<file path="config.mk">
export PLATFORM = sky130hd
export DESIGN_NAME = x23_stimulus_serializer
export DESIGN_NICKNAME = d
export VERILOG_FILES = /design/src/rtl/stim_pkg.sv /design/src/rtl/stim_bit_timer.sv /design/src/rtl/x23_stimulus_serializer.sv
export SDC_FILE = /design/constraint.sdc
export NUM_CORES = 1
export LEC_CHECK = 0
export ABC_CLOCK_PERIOD_IN_PS = 2750
export CAP_MARGIN = 20
export CORE_MARGIN = 3
export CORE_UTILIZATION = 58
export CTS_BUF_LIST = sky130_fd_sc_hd__clkbuf_8 sky130_fd_sc_hd__clkbuf_16
export DETAILED_ROUTE_END_ITERATION = 10
export PLACE_DENSITY = 0.9
export SETUP_SLACK_MARGIN = 0.15
export SYNTH_ARGS = -nofsm -noshare
export SYNTH_HDL_FRONTEND = slang
export SYNTH_SLANG_ARGS = --single-unit
</file>
<file path="constraint.sdc">
create_clock -name my_clk -period 2.75 [get_ports my_clk]
set_clock_uncertainty 0.05 [all_clocks]
set_input_delay 0.55 -clock my_clk [delete_from_list [all_inputs] [get_ports my_clk]]
set_output_delay 0.55 -clock my_clk [all_outputs]
set_load 0.01 [all_outputs]
</file>
<file path="src/rtl/stim_pkg.sv">
// Shared types and constants for the x23 stimulus serializer.
package stim_pkg;

  // Main FSM states; StDone lasts exactly one clock.
  typedef enum logic [1:0] {
    StIdle  = 2'd0,
    StShift = 2'd1,
    StGap   = 2'd2,
    StDone  = 2'd3
  } stim_state_e;

  localparam int unsigned StimWidthDefault = 32;

  // Length-field width for the default frame width.
  localparam int unsigned LEN_W = $clog2(StimWidthDefault + 1);

  localparam logic IdleLevelDefault = 1'b0;

  // Width of a length field able to hold 0..width inclusive.
  function automatic int unsigned len_width(input int unsigned width);
    return $clog2(width + 1);
  endfunction

endpackage

</file>
<file path="src/rtl/stim_bit_timer.sv">
// Bit-period divider: ticks on the last clock of every BIT_DIV-clock bit period.
module stim_bit_timer #(
  parameter int unsigned BIT_DIV = 1
) (
  input  logic clk_i,
  input  logic rst_ni,
  input  logic clr_i,
  input  logic en_i,
  output logic tick_o
);

  localparam int unsigned     CntW    = (BIT_DIV > 1) ? $clog2(BIT_DIV) : 1;
  localparam logic [CntW-1:0] CntLast = CntW'(BIT_DIV - 1);

  logic [CntW-1:0] cnt_q, cnt_d;

  assign tick_o = en_i & (cnt_q == CntLast);

  // Next count: clear wins, otherwise wrap at the end of each bit period.
  always_comb begin
    cnt_d = cnt_q;
    if (clr_i) begin
      cnt_d = '0;
    end else if (en_i) begin
      cnt_d = (cnt_q == CntLast) ? '0 : cnt_q + CntW'(1);
    end
  end

  // Divider state.
  always_ff @(posedge clk_i or negedge rst_ni) begin
    if (!rst_ni) begin
      cnt_q <= '0;
    end else begin
      cnt_q <= cnt_d;
    end
  end

endmodule

</file>
<file path="src/rtl/x23_stimulus_serializer.sv">
// Serial transmitter driving the x23 line: loads a word by handshake, shifts the active
// field out MSB-first with BIT_DIV clocks per bit, optional gap and optional repeat.
module x23_stimulus_serializer
  import stim_pkg::*;
#(
  parameter int unsigned  WIDTH      = StimWidthDefault,
  parameter int unsigned  BIT_DIV    = 1,
  parameter int unsigned  GAP_CYCLES = 4,
  parameter logic         IDLE_LEVEL = IdleLevelDefault,
  localparam int unsigned LenW       = len_width(WIDTH)
) (
  input  logic             my_clk,
  input  logic             global_reset,
  input  logic             load_valid,
  input  logic [WIDTH-1:0] load_data,
  input  logic [LenW-1:0]  load_len,
  output logic             load_ready,
  input  logic             repeat_en,
  input  logic             abort,
  output logic             x23_out,
  output logic             busy,
  output logic             done,
  output logic [15:0]      frame_cnt
);

  localparam int unsigned     GapW    = (GAP_CYCLES > 1) ? $clog2(GAP_CYCLES) : 1;
  localparam logic [GapW-1:0] GapLast = (GAP_CYCLES > 0) ? GapW'(GAP_CYCLES - 1) : '0;
  localparam logic [LenW-1:0] LenMax  = LenW'(WIDTH);

  stim_state_e      state_q;
  logic [WIDTH-1:0] shift_q;
  logic [WIDTH-1:0] frame_q;
  logic [WIDTH-1:0] load_aligned;
  logic [WIDTH-1:0] shift_next;
  logic [LenW-1:0]  len_q;
  logic [LenW-1:0]  left_q;
  logic [LenW-1:0]  len_clamped;
  logic [GapW-1:0]  gap_q;
  logic [15:0]      cnt_q;
  logic             rep_q;
  logic             x23_q;
  logic             ready_q;
  logic             busy_q;
  logic             done_q;
  logic             last_bit;
  logic             timer_en;
  logic             timer_clr;
  logic             bit_tick;

  assign load_ready = ready_q;
  assign x23_out    = x23_q;
  assign busy       = busy_q;
  assign done       = done_q;
  assign frame_cnt  = cnt_q;

  // Clamp the length and left-align the active field so the next bit is always the MSB.
  always_comb begin
    len_clamped  = (load_len > LenMax) ? LenMax : load_len;
    load_aligned = load_data << (LenMax - len_clamped);
    shift_next   = shift_q << 1;
    last_bit     = (left_q == LenW'(1));
    timer_en     = (state_q == StShift);
    // Holding the divider clear outside SHIFT makes every frame start on a fresh bit period.
    timer_clr    = ~timer_en;
  end

  stim_bit_timer #(
    .BIT_DIV (BIT_DIV)
  ) u_bit_timer (
    .clk_i  (my_clk),
    .rst_ni (global_reset),
    .clr_i  (timer_clr),
    .en_i   (timer_en),
    .tick_o (bit_tick)
  );

  // Main FSM with registered serial output, status flags and frame counter.
  always_ff @(posedge my_clk or negedge global_reset) begin
    if (!global_reset) begin
      state_q <= StIdle;
      shift_q <= '0;
      frame_q <= '0;
      len_q   <= '0;
      left_q  <= '0;
      gap_q   <= '0;
      cnt_q   <= '0;
      rep_q   <= 1'b0;
      x23_q   <= IDLE_LEVEL;
      ready_q <= 1'b1;
      busy_q  <= 1'b0;
      done_q  <= 1'b0;
    end else begin
      done_q <= 1'b0;
      unique case (state_q)
        StIdle: begin
          // abort is meaningless here, so a handshake in the same cycle still completes.
          if (load_valid) begin
            if (len_clamped == '0) begin
              // Empty frame: acknowledge with done but do not count it.
              done_q <= 1'b1;
            end else begin
              shift_q <= load_aligned;
              frame_q <= load_aligned;
              len_q   <= len_clamped;
              left_q  <= len_clamped;
              rep_q   <= repeat_en;
              x23_q   <= load_aligned[WIDTH-1];
              state_q <= StShift;
              ready_q <= 1'b0;
              busy_q  <= 1'b1;
            end
          end
        end

        StShift: begin
          if (abort) begin
            state_q <= StIdle;
            x23_q   <= IDLE_LEVEL;
            ready_q <= 1'b1;
            busy_q  <= 1'b0;
          end else if (bit_tick) begin
            if (last_bit) begin
              x23_q <= IDLE_LEVEL;
              if (GAP_CYCLES > 0) begin
                state_q <= StGap;
                gap_q   <= GapLast;
              end else begin
                state_q <= StDone;
                done_q  <= 1'b1;
                cnt_q   <= cnt_q + 16'd1;
                busy_q  <= rep_q;
              end
            end else begin
              shift_q <= shift_next;
              x23_q   <= shift_next[WIDTH-1];
              left_q  <= left_q - LenW'(1);
            end
          end
        end

        StGap: begin
          if (abort) begin
            state_q <= StIdle;
            x23_q   <= IDLE_LEVEL;
            ready_q <= 1'b1;
            busy_q  <= 1'b0;
          end else if (gap_q == '0) begin
            state_q <= StDone;
            done_q  <= 1'b1;
            cnt_q   <= cnt_q + 16'd1;
            busy_q  <= rep_q;
          end else begin
            gap_q <= gap_q - GapW'(1);
          end
        end

        StDone: begin
          // The live repeat_en can end a stream; it cannot start one.
          if (!abort && rep_q && repeat_en) begin
            shift_q <= frame_q;
            left_q  <= len_q;
            x23_q   <= frame_q[WIDTH-1];
            state_q <= StShift;
            busy_q  <= 1'b1;
          end else begin
            state_q <= StIdle;
            x23_q   <= IDLE_LEVEL;
            ready_q <= 1'b1;
            busy_q  <= 1'b0;
          end
        end

        default: begin
          state_q <= StIdle;
          x23_q   <= IDLE_LEVEL;
          ready_q <= 1'b1;
          busy_q  <= 1'b0;
        end
      endcase
    end
  end

endmodule

</file>
# --- After elaboration in Yosys (flattened, before gate mapping) ---
# Cells that the tools add are included.
# Widths: inputs -> output; s select.
word_totals:
  ff_bits: 101
  latch_bits: 0
  ramBits: 0
  romBits: 0
  in_bits: 43
  out_inout_bits: 20
  elab_cells: 117
  n_memories: 0
op_classes:
  n_addsub: 5
  mul: 0
  div: 0
  n_lt_le_gt_ge: 1
  eq_ne: 20
  shifts: 1
  mux: 56
  n_bitwise: 4
  n_reduce_logical: 17
ops:
  columns: ["operator", "count"]
  rows:
  - ["$mux 31", 6]
  - ["$pmux 31 s3", 1]
  - ["$mux 6", 7]
  - ["$shl 32x6->32", 1]
  - ["$mux 2", 12]
  - ["$ne 2x2->1 const B", 12]
  - ["$mux 1", 23]
  - ["$pmux 6 s3", 1]
  - ["$add 16x1->16 const B", 1]
  - ["$reduce_and 4->1", 3]
  - ["$ne 3x3->1 const B", 3]
  - ["$pmux 1 s4", 2]
  - ["$pmux 2 s4", 1]
  - ["$reduce_and 7->1", 1]
  - ["$eq 6x1->1 const B", 1]
  - ["$gt 6x6->1 const B", 1]
  - ["$logic_not 6->1", 1]
  - ["$reduce_and 3->1", 2]
  - ["$reduce_and 6->1", 1]
  - ["$sub 6x1->6 const B", 1]
  - ["$sub 6x6->6 const A", 1]
  - ["$reduce_and 5->1", 1]
  - ["$eq 2x2->1 const B", 2]
  - ["$logic_not 2->1", 2]
  - ["other kinds (14)", 17]

# --- Depth between registers and ports, before layout ---
# Gate-level depths: netlist of the first run.
depth:
  depth_word: 7
  ltp_mapped: 17
  ltp_nobuf: 10

# --- By module ---
# From an unflattened synthesis of the first run, not the netlist that was laid out.
unflattened:
  hier_cells: 687
  area_unflattened_um2: 6552.5
modules_own_cells:
  columns: ["module", "n_inst", "cells_each", "area_per_inst_um2", "seq_area_each_um2"]
  rows:
  - ["x23_stimulus_serializer", 1, 686, 6545.0, 2503.7]
  - ["stim_bit_timer", 1, 1, 7.5, 0.0]

# --- Worst setup path after synthesis of the first run ---
# Ideal clock, no wire load.
synth_path:
  path_type: "in2reg"
  startpoint: "in load_len[0]"
  endpoint: "reg x23_q (netlist: x23_out)"
  setup_ns: 0.125
  arrival_time_ns: 3.437
  required_ns: 2.575
  slack_ns: -0.861
  stages: 14
  path_buffers: 5
  path_cell_list: "nor2b_1 buf_2 inv_2 buf_4 buf_2 ha_1 buf_2 buf_6 mux2_2 mux4_2 mux2_4 o22ai_2 a21oi_1 mux2_2"
synth_via:
  elab_chain_cells: 7
  word_cells_on_any_way: 10
  cone_classes: "1 x add/sub; 1 x order compare; 1 x eq/ne; 1 x shift; 4 x mux; 2 x reduce/logical"
synth_rtl:
  columns: ["item", "line_no", "rtl"]
  rows:
  - ["from (decl)", "x23_stimulus_serializer.sv:16", "input logic [LenW-1:0] load_len,"]
  - ["$gt 6x6->1", "x23_stimulus_serializer.sv:58", "len_clamped = (load_len > LenMax) ? LenMax : load_len;"]
  - ["$mux 6 (*)", "x23_stimulus_serializer.sv:58", null]
  - ["$sub 6x6->6", "x23_stimulus_serializer.sv:59", "load_aligned = load_data << (LenMax - len_clamped);"]
  - ["$shl 32x6->32", "x23_stimulus_serializer.sv:59", null]
  - ["$mux 1", "x23_stimulus_serializer.sv:98", "if (len_clamped == '0) begin"]
  - ["$mux 1", "x23_stimulus_serializer.sv:97", "if (load_valid) begin"]
  - ["$pmux 1 s4", "x23_stimulus_serializer.sv:94", "unique case (state_q)"]
  - ["to (signal assigned)", "x23_stimulus_serializer.sv:107", "x23_q <= load_aligned[WIDTH-1];"]
  - ["to (signal assigned)", "x23_stimulus_serializer.sv:135", "x23_q <= shift_next[WIDTH-1];"]
  - ["to (signal assigned)", "x23_stimulus_serializer.sv:162", "x23_q <= frame_q[WIDTH-1];"]
  - ["to (decl)", "x23_stimulus_serializer.sv:41", "logic x23_q;"]
# Every way passes the cells marked *; elsewhere a longest branch is shown, timed or not. The select of a mux whose other input is x is not followed.
# A chain may end at the register's enable or synchronous reset.

# --- Final worst setup path of the first run ---
layout_path:
  startpoint: "in load_len[5]"
  endpoint: "reg shift_q[25]"
layout_via:
  elab_chain_cells: 7
  word_cells_on_any_way: 10
  cone_classes: "1 x add/sub; 1 x order compare; 1 x eq/ne; 1 x shift; 4 x mux; 2 x reduce/logical"
layout_rtl:
  columns: ["item", "line_no", "rtl"]
  rows:
  - ["$gt 6x6->1", "x23_stimulus_serializer.sv:58", null]
  - ["$mux 6 (*)", "x23_stimulus_serializer.sv:58", null]
  - ["$sub 6x6->6", "x23_stimulus_serializer.sv:59", null]
  - ["$shl 32x6->32", "x23_stimulus_serializer.sv:59", null]
  - ["$mux 31", "x23_stimulus_serializer.sv:98", null]
  - ["$mux 31", "x23_stimulus_serializer.sv:97", null]
  - ["$pmux 31 s3", "x23_stimulus_serializer.sv:94", null]
  - ["to (signal assigned)", "x23_stimulus_serializer.sv:102", "shift_q <= load_aligned;"]
  - ["to (signal assigned)", "x23_stimulus_serializer.sv:134", "shift_q <= shift_next;"]
  - ["to (signal assigned)", "x23_stimulus_serializer.sv:160", "shift_q <= frame_q;"]
  - ["to (decl)", "x23_stimulus_serializer.sv:31", "logic [WIDTH-1:0] shift_q;"]
# Marked as above.

==> metrics, run 1 <==
Die X-Extent 112.0 µm; cell taking the most area after synthesis sky130_fd_sc_hd__dfrtp_1; number of nets with antenna violations after routing 0; Root Driver sky130_fd_sc_hd__clkbuf_8; fraction of synthesized cell area taken by the top area cell type 0.3804; Data required, critical path 2.96 ns; fin. max-slew vios 0; sequential share of power 0.307; number of warnings printed during yosys synthesis 0; CTS buffer count 9; Core Footprint 10890 µm²; synth-to-layout area growth 42.96%; critical path startpoint category input pin; FF+latch count, synth 100; type of the most critical hold path in2async; kind of capture point of the worst setup path flip-flop; outcome complete, but fails checks; final setup violation count 34; fraction of synthesis flops using an asynchronous set or reset pin 1.000; global-route wire length before repair 37120 µm; share of the yosys chip area belonging to registers 0.3844; Slew Limit Headroom 0.4444; failing checks DRC, setup timing; filler instances 444; antenna violations before repair 0; number of distinct library cell variants in the gate-level netlist after synthesis 64; Worst IR Drop VDD 0.5680 mV; post-detailed-placement half-perimeter wirelength 14890 µm; Top FF cell, synth sky130_fd_sc_hd__dfrtp_1; Tcrit/Tclk final 1.131; cell types occupying the most area after synthesis sky130_fd_sc_hd__dfrtp_1 (38%), sky130_fd_sc_hd__mux4_2 (7.3%), sky130_fd_sc_hd__nand2_1 (5.8%), sky130_fd_sc_hd__mux2i_1 (5.2%), sky130_fd_sc_hd__mux2_2 (4.5%); endpoints failing hold 0; die outline area 12540 µm²; net count after synthesis 747; total power density per cell area 867.7 nW/µm²; filler-free cell count of the finished design 1012; Post-Syn Area per Cell 9.384 µm²; GR Overflow Total 0; RSZ-0062 raised after global routing yes; Clk Latency, worst-skew pair 0.40 ns; total routing resource utilization after global routing 0.3685; Post-route DRC 13; Static Leakage 4.033 nW; clk sinks 100; via count of the first global-routing pass 7190; Max H-tree Level 3; Top Ports 63; hold buffer count at CTS 0; power spent charging and discharging nets 3.743 mW; combinational group share of total power 0.568; clock power share 0.125; number of max-cap violations 0; number of diodes 0; post-route minimum period 3.110 ns; kind of critical path in2reg; First-pass DRT Iterations 11; layout cell share with drive strength beyond 1 0.3681; worst endpoint data arrival time 3.32 ns; Internal Dissipation 4.335 mW; vias per cell 7.743; gpl congestion 0.9331; via count of the routed design 7836; worst-case setup slack after placement -0.9665 ns; iteration-0 DRC count of the detailed router 1799; final-stage net count 920; upper clock frequency limit 321.5 MHz; highest net fanout along the worst path 5; Placed Cells incl. Taps 965; Cell Area, Synth 6512 µm²; Chip Height 112.0 µm; clock-pin slew of the registers on the worst-case setup and hold paths 0.13 ns; routed wire length 29830 µm; starting density of the core 0.5981; gate count of the mapped netlist 694; largest net degree at the start of global routing 54; number of rows in the core area 38; transition at the pin with the smallest max-transition slack 0.8296 ns; number of flops mapped to enable cells by yosys 0; TritonCTS clock tree built; Final WS setup -0.3602 ns; routed wire length per instance 29.48 µm; Net Sw Frac 0.4633; number of port buffers 62; clock buffer depth 2
-- Yosys cell counts, types with 5 or more instances --
cell type and n:
sky130_fd_sc_hd__nand2_1 100, sky130_fd_sc_hd__dfrtp_1 99, sky130_fd_sc_hd__nor2_1 68, sky130_fd_sc_hd__o21ai_0 45, sky130_fd_sc_hd__a21oi_1 35, sky130_fd_sc_hd__mux2i_1 34, sky130_fd_sc_hd__clkbuf_1 29, sky130_fd_sc_hd__mux2_2 26
sky130_fd_sc_hd__nand3_1 23, sky130_fd_sc_hd__a221oi_1 21, sky130_fd_sc_hd__mux4_2 21, sky130_fd_sc_hd__inv_1 19, sky130_fd_sc_hd__nor3_1 14, sky130_fd_sc_hd__a222oi_1 12, sky130_fd_sc_hd__a22o_1 12, sky130_fd_sc_hd__xnor2_1 12
sky130_fd_sc_hd__buf_2 11, sky130_fd_sc_hd__a31oi_1 10, sky130_fd_sc_hd__ha_1 10, sky130_fd_sc_hd__o31ai_1 7, sky130_fd_sc_hd__a211oi_1 6, sky130_fd_sc_hd__a22oi_1 5, sky130_fd_sc_hd__and3_1 5, sky130_fd_sc_hd__o22ai_1 5
-- repair_timing --
item	in CTS	in global routing
endpoints found under the setup margin	64	56
pin swaps	31	44
buffers inserted	20	11
resized for setup	80	101
cloned	1	0
-- registers in the layout, indices dropped and copies added (netlist names) --
register and count:
busy 1, done 1, frame_cnt 16, frame_q 32
gap_q 2, left_q 6, len_q 6, load_ready 1
rep_q 1, shift_q 31, state_q 2, x23_out 1
-- per-stage QoR --
stage | instance area (µm²) | setup TNS, ns | total power [mW] | utilization | hold WS [ns]
finish | 9310 | -4.354 | 8.078 | 0.8551 | 0.1149
global route | 9310 | -5.578 | 8.297 | 0.8551 | 0.1597
CTS | 8822 | -0.01454 | 7.010 | 0.8103 | 0.1533
detailed placement | 8179 | -47.20 | 5.842 | 0.7512 | 0.4181
global placement | 8179 | -41.51 | 5.606 | 0.7512 | 0.4011
floorplan | 6721 | -19.33 | 4.489 | - | 0.2044
-- placed cells by master, fill, tap and decap left out, drive strengths merged, types with 23 or more instances in the layout --
master and instances:
mux2 27, dfrtp 99, nand3 23, nand2 100
mux2i 34, buf 153, a21oi 35, o21ai 46
clkdlybuf4s50 57, nor2 68
-- final cells by class --
type | count | area [µm²] | area share
Inverter | 20 | 80.08 | 0.008601
Tap cell | 140 | 175.2 | 0.01881
Clock buffer | 9 | 123.9 | 0.01330
Clock inverter | 7 | 75.07 | 0.008063
Sequential cell | 100 | 2504 | 0.2689
Multi-Input combinational cell | 524 | 4372 | 0.4696
Timing Repair Buffer | 212 | 1981 | 0.2127
-- critical path, stage by stage --
cell and delay [ns]:
sky130_fd_sc_hd__buf_8 0.11, sky130_fd_sc_hd__nor2b_4 0.16, sky130_fd_sc_hd__inv_6 0.05, sky130_fd_sc_hd__ha_4 0.32
sky130_fd_sc_hd__buf_16 0.14, sky130_fd_sc_hd__buf_8 0.13, sky130_fd_sc_hd__mux2_4 0.33, sky130_fd_sc_hd__buf_6 0.13
sky130_fd_sc_hd__nor2_1 0.14, sky130_fd_sc_hd__a211oi_1 0.11, sky130_fd_sc_hd__a31oi_1 0.66, sky130_fd_sc_hd__o221a_4 0.31
sky130_fd_sc_hd__nand2b_4 0.12, sky130_fd_sc_hd__a21oi_2 0.05
-- power by group through the flow --
| stage | clock [mW] | sequential, mW | combinational [mW] |
|---|---|---|---|
| after floorplan | 0 | 2.29 | 2.20 |
| after global placement | 0 | 2.34 | 3.27 |
| after detailed placement | 0 | 2.39 | 3.46 |
| after CTS | 0.958 | 2.37 | 3.68 |
| after global routing | 1.06 | 2.50 | 4.74 |
| final | 1.01 | 2.48 | 4.59 |
-- logic make-up (layout without fill, tap and decap cells) --
| logic type | Yosys count | in the layout | share of synthesized area |
|---|---|---|---|
| buffers and inverters | 70 | 248 | 0.04880 |
| adders and majority gates | 10 | 10 | 0.01921 |
| DFF | 100 | 100 | 0.3844 |
| and+or+nand+nor | 233 | 233 | 0.1550 |
| xor gates and xnor gates | 17 | 17 | 0.02690 |
| AOI/OAI and AO/OA | 182 | 182 | 0.1935 |
| muxes | 82 | 82 | 0.1721 |
-- layer usage --
layer,GRT usage,wire (µm)
met4,0.2484,3306
met5,0,0
met2,0.6099,13020
met3,0.07554,4318
met1,0.4324,9193
-- final timing paths --
kind | end | depth (start not counted) | slack [ns] | from
worst max-delay path | shift_q[25] | 14 | -0.36 | load_len[5]
min in group my_clk | frame_cnt[15] | 1 | 0.44 | frame_cnt[15]
worst min register to register | frame_cnt[15] | 1 | 0.44 | frame_cnt[15]
worst min-delay path | left_q[2] | 1 | 0.11 | global_reset
max in group asynchronous | shift_q[6] | 2 | 1.78 | global_reset
worst max register to register | shift_q[30] | 5 | 0.37 | state_q[0]
No activity file was read; power rests on OpenSTA's default activity.
==> run 2, diff against run 1 <==
ABC_CLOCK_PERIOD_IN_PS = 3100   (was 2750)
clock period = 3.1 ns   (was 2.75 ns; I/O delays follow)
==> run 2 against run 1 <==
Compared with the run above: the flow now finishes without violations; worst hold slack better by 0.061 ns; worst setup slack better by 0.57 ns; via count down 16%; combinational power down 29%; register-to-register slack better by 0.41 ns; largest power group unchanged.
==> metrics, run 2 (synthesis gave the netlist of run 1 again) <==
final setup violation count 0 (-100%); total power density per cell area 737.0 nW/µm² (-15%); Slew Limit Headroom 0.6060 (+0.1617); Internal Dissipation 3.627 mW (-16%); CTS buffer count 9 (unchanged); Net Sw Frac 0.4209 (-0.04240); commonest cells after routing, fill and taps aside sky130_fd_sc_hd__buf_4 (101), sky130_fd_sc_hd__dfrtp_1 (99), sky130_fd_sc_hd__nand2_1 (98); most common library cell in the layout ignoring fill and taps sky130_fd_sc_hd__buf_4; via count of the routed design 6548 (-16%); power spent charging and discharging nets 2.636 mW (-30%); clock buffer depth 2 (unchanged); Die X-Extent 112.0 µm (unchanged); TritonCTS clock tree built; global-route wire length before repair 32810 µm (-12%); antenna violations before repair 0 (unchanged); vias per cell 6.716 (-13%); Chip Height 112.0 µm (unchanged); filler instances 622 (+40%); Tcrit/Tclk final 0.9338; total routing resource utilization after global routing 0.3229 (-0.04561); outcome finished, final reports clean; via count of the first global-routing pass 6585 (-8.4%); Static Leakage 3.730 nW (-7.5%); clock power share 0.143 (+0.018); iteration-0 DRC count of the detailed router 858 (-52%); Top Ports 63 (unchanged); highest net fanout along the worst path 7 (+2); Data required, critical path 3.31 ns (+0.35 ns); worst endpoint data arrival time 3.10 ns (-0.22 ns); starting density of the core 0.5981 (unchanged); critical path startpoint category input pin; number of max-cap violations 0 (unchanged); transition at the pin with the smallest max-transition slack 0.5910 ns (-0.2386 ns); total power 6.263 mW (-22%); kind of capture point of the worst setup path flip-flop; max reg flops 32 (unchanged); layout cell share with drive strength beyond 1 0.2671 (-0.1011); sequential share of power 0.337 (+0.030); Total Negative Setup Slacks 0 ns (+4.354 ns); First-pass DRT Iterations 9 (-2); Max H-tree Level 3 (unchanged); number of diodes 0 (unchanged); die outline area 12540 µm² (unchanged); routed wire length 20710 µm (-31%); fin. max-slew vios 0 (unchanged); synth-to-layout area growth 30.49%; kind of critical path in2reg; RSZ-0062 raised after global routing no; worst-case setup slack after placement -0.6810 ns (+0.2854 ns); Sequential cell area 2504 µm² (unchanged); GR Overflow Total 0 (unchanged); number of port buffers 62 (unchanged); post-route minimum period 2.895 ns; gpl congestion 0.9782 (+4.8%); largest net degree at the start of global routing 58 (+7.4%); post-detailed-placement half-perimeter wirelength 14320 µm (-3.9%); total area of multi-input combinational cells 3941 µm² (-9.8%); Reg with most FFs frame_q; upper clock frequency limit 345.4 MHz; Final WS setup 0.2051 ns (+0.5653 ns); Root Driver sky130_fd_sc_hd__clkbuf_8; number of nets with antenna violations after routing 0 (unchanged); final-stage net count 883 (-4.0%); clk sinks 100 (unchanged); endpoints failing hold 0 (unchanged); Core Footprint 10890 µm² (unchanged); Clk Latency, worst-skew pair 0.39 ns (about the same); clock-pin slew of the registers on the worst-case setup and hold paths 0.11 ns (-0.02 ns); Post-route DRC 0 (-13); number of rows in the core area 38 (unchanged); combinational group share of total power 0.519 (-0.049); Worst IR Drop VDD 0.5377 mV (-5.3%); type of the most critical hold path in2async; routed wire length per instance 21.24 µm (-28%)
run 2: cell types whose count changed in the layout (fill, tap and decap cells not counted), sizes merged:
cell           before  now
buf               153  115
clkinvlp            3    0
inv                21   24
clkbuf              9   10
clkdlybuf4s15       2    1
clkdlybuf4s50      57   58
run 2: critical path: stages:
cell and delay, ns:
sky130_fd_sc_hd__clkdlybuf4s50_1 0.54, sky130_fd_sc_hd__nand2b_4 0.09, sky130_fd_sc_hd__xnor2_4 0.30, sky130_fd_sc_hd__buf_4 0.23, sky130_fd_sc_hd__mux4_2 0.57, sky130_fd_sc_hd__mux2i_2 0.24
sky130_fd_sc_hd__nor3_1 0.10, sky130_fd_sc_hd__a221oi_2 0.28, sky130_fd_sc_hd__o21ai_0 0.13
run 2: final cells by class:
cell class / instances / area share
clock buffers: 9 / 0.01458
well taps: 140 / 0.02061
repair buffers: 175 / 0.1874
clock inverters: 7 / 0.009570
multi-input cells: 524 / 0.4638
flip-flops and latches: 100 / 0.2946
inverters: 20 / 0.009423
run 2: final timing paths:
check | start | endpoint | slack (ns) | depth (start not counted)
worst max-delay path | load_len[2] | shift_q[9] | 0.21 | 9
worst min-delay path | global_reset | state_q[1] | 0.18 | 1
worst max register to register | state_q[1] | x23_out | 0.78 | 8
worst min register to register | frame_cnt[15] | frame_cnt[15] | 0.43 | 1
max in group asynchronous | global_reset | shift_q[6] | 2.12 | 2
min in group my_clk | frame_cnt[15] | frame_cnt[15] | 0.43 | 1
run 2: what timing repair did:
action | CTS | global route
pin swaps | 4 | 7
endpoints found under the setup margin | 55 | 38
hold buffers | 0 | 0
setup buffers | 10 | 1
resized for setup | 25 | 22
endpoints found under the hold margin | 0 | 0
run 2: power groups by stage:
stage               combinational (mW)  clock [mW]  sequential, mW
floorplan                         1.94           0            2.03
global placement                  2.88           0            2.08
detailed placement                3.05           0            2.11
CTS                               3.12       0.894            2.09
global route                      3.49       0.942            2.16
finish                            3.25       0.899            2.11
run 2: per-stage QoR:
stage | cells | util | cell area [µm²] | hold WS (ns)
floorplan | 694 | - | 6716 | 0.2744
global placement | 948 | 0.7406 | 8064 | 0.4028
detailed placement | 948 | 0.7406 | 8064 | 0.4113
CTS | 974 | 0.7741 | 8428 | 0.1901
global route | 975 | 0.7805 | 8498 | 0.2194
finish | 975 | 0.7805 | 8498 | 0.1760
run 2: per-layer routing:
metal | global-route usage | share of wire | vias to the layer above
li1 | - | - | 2836
met1 | 0.4047 | 0.37 | 3117
met2 | 0.5516 | 0.49 | 491
met3 | 0.04620 | 0.090 | 104
met4 | 0.1554 | 0.048 | 0
met5 | 0 | 0 | -
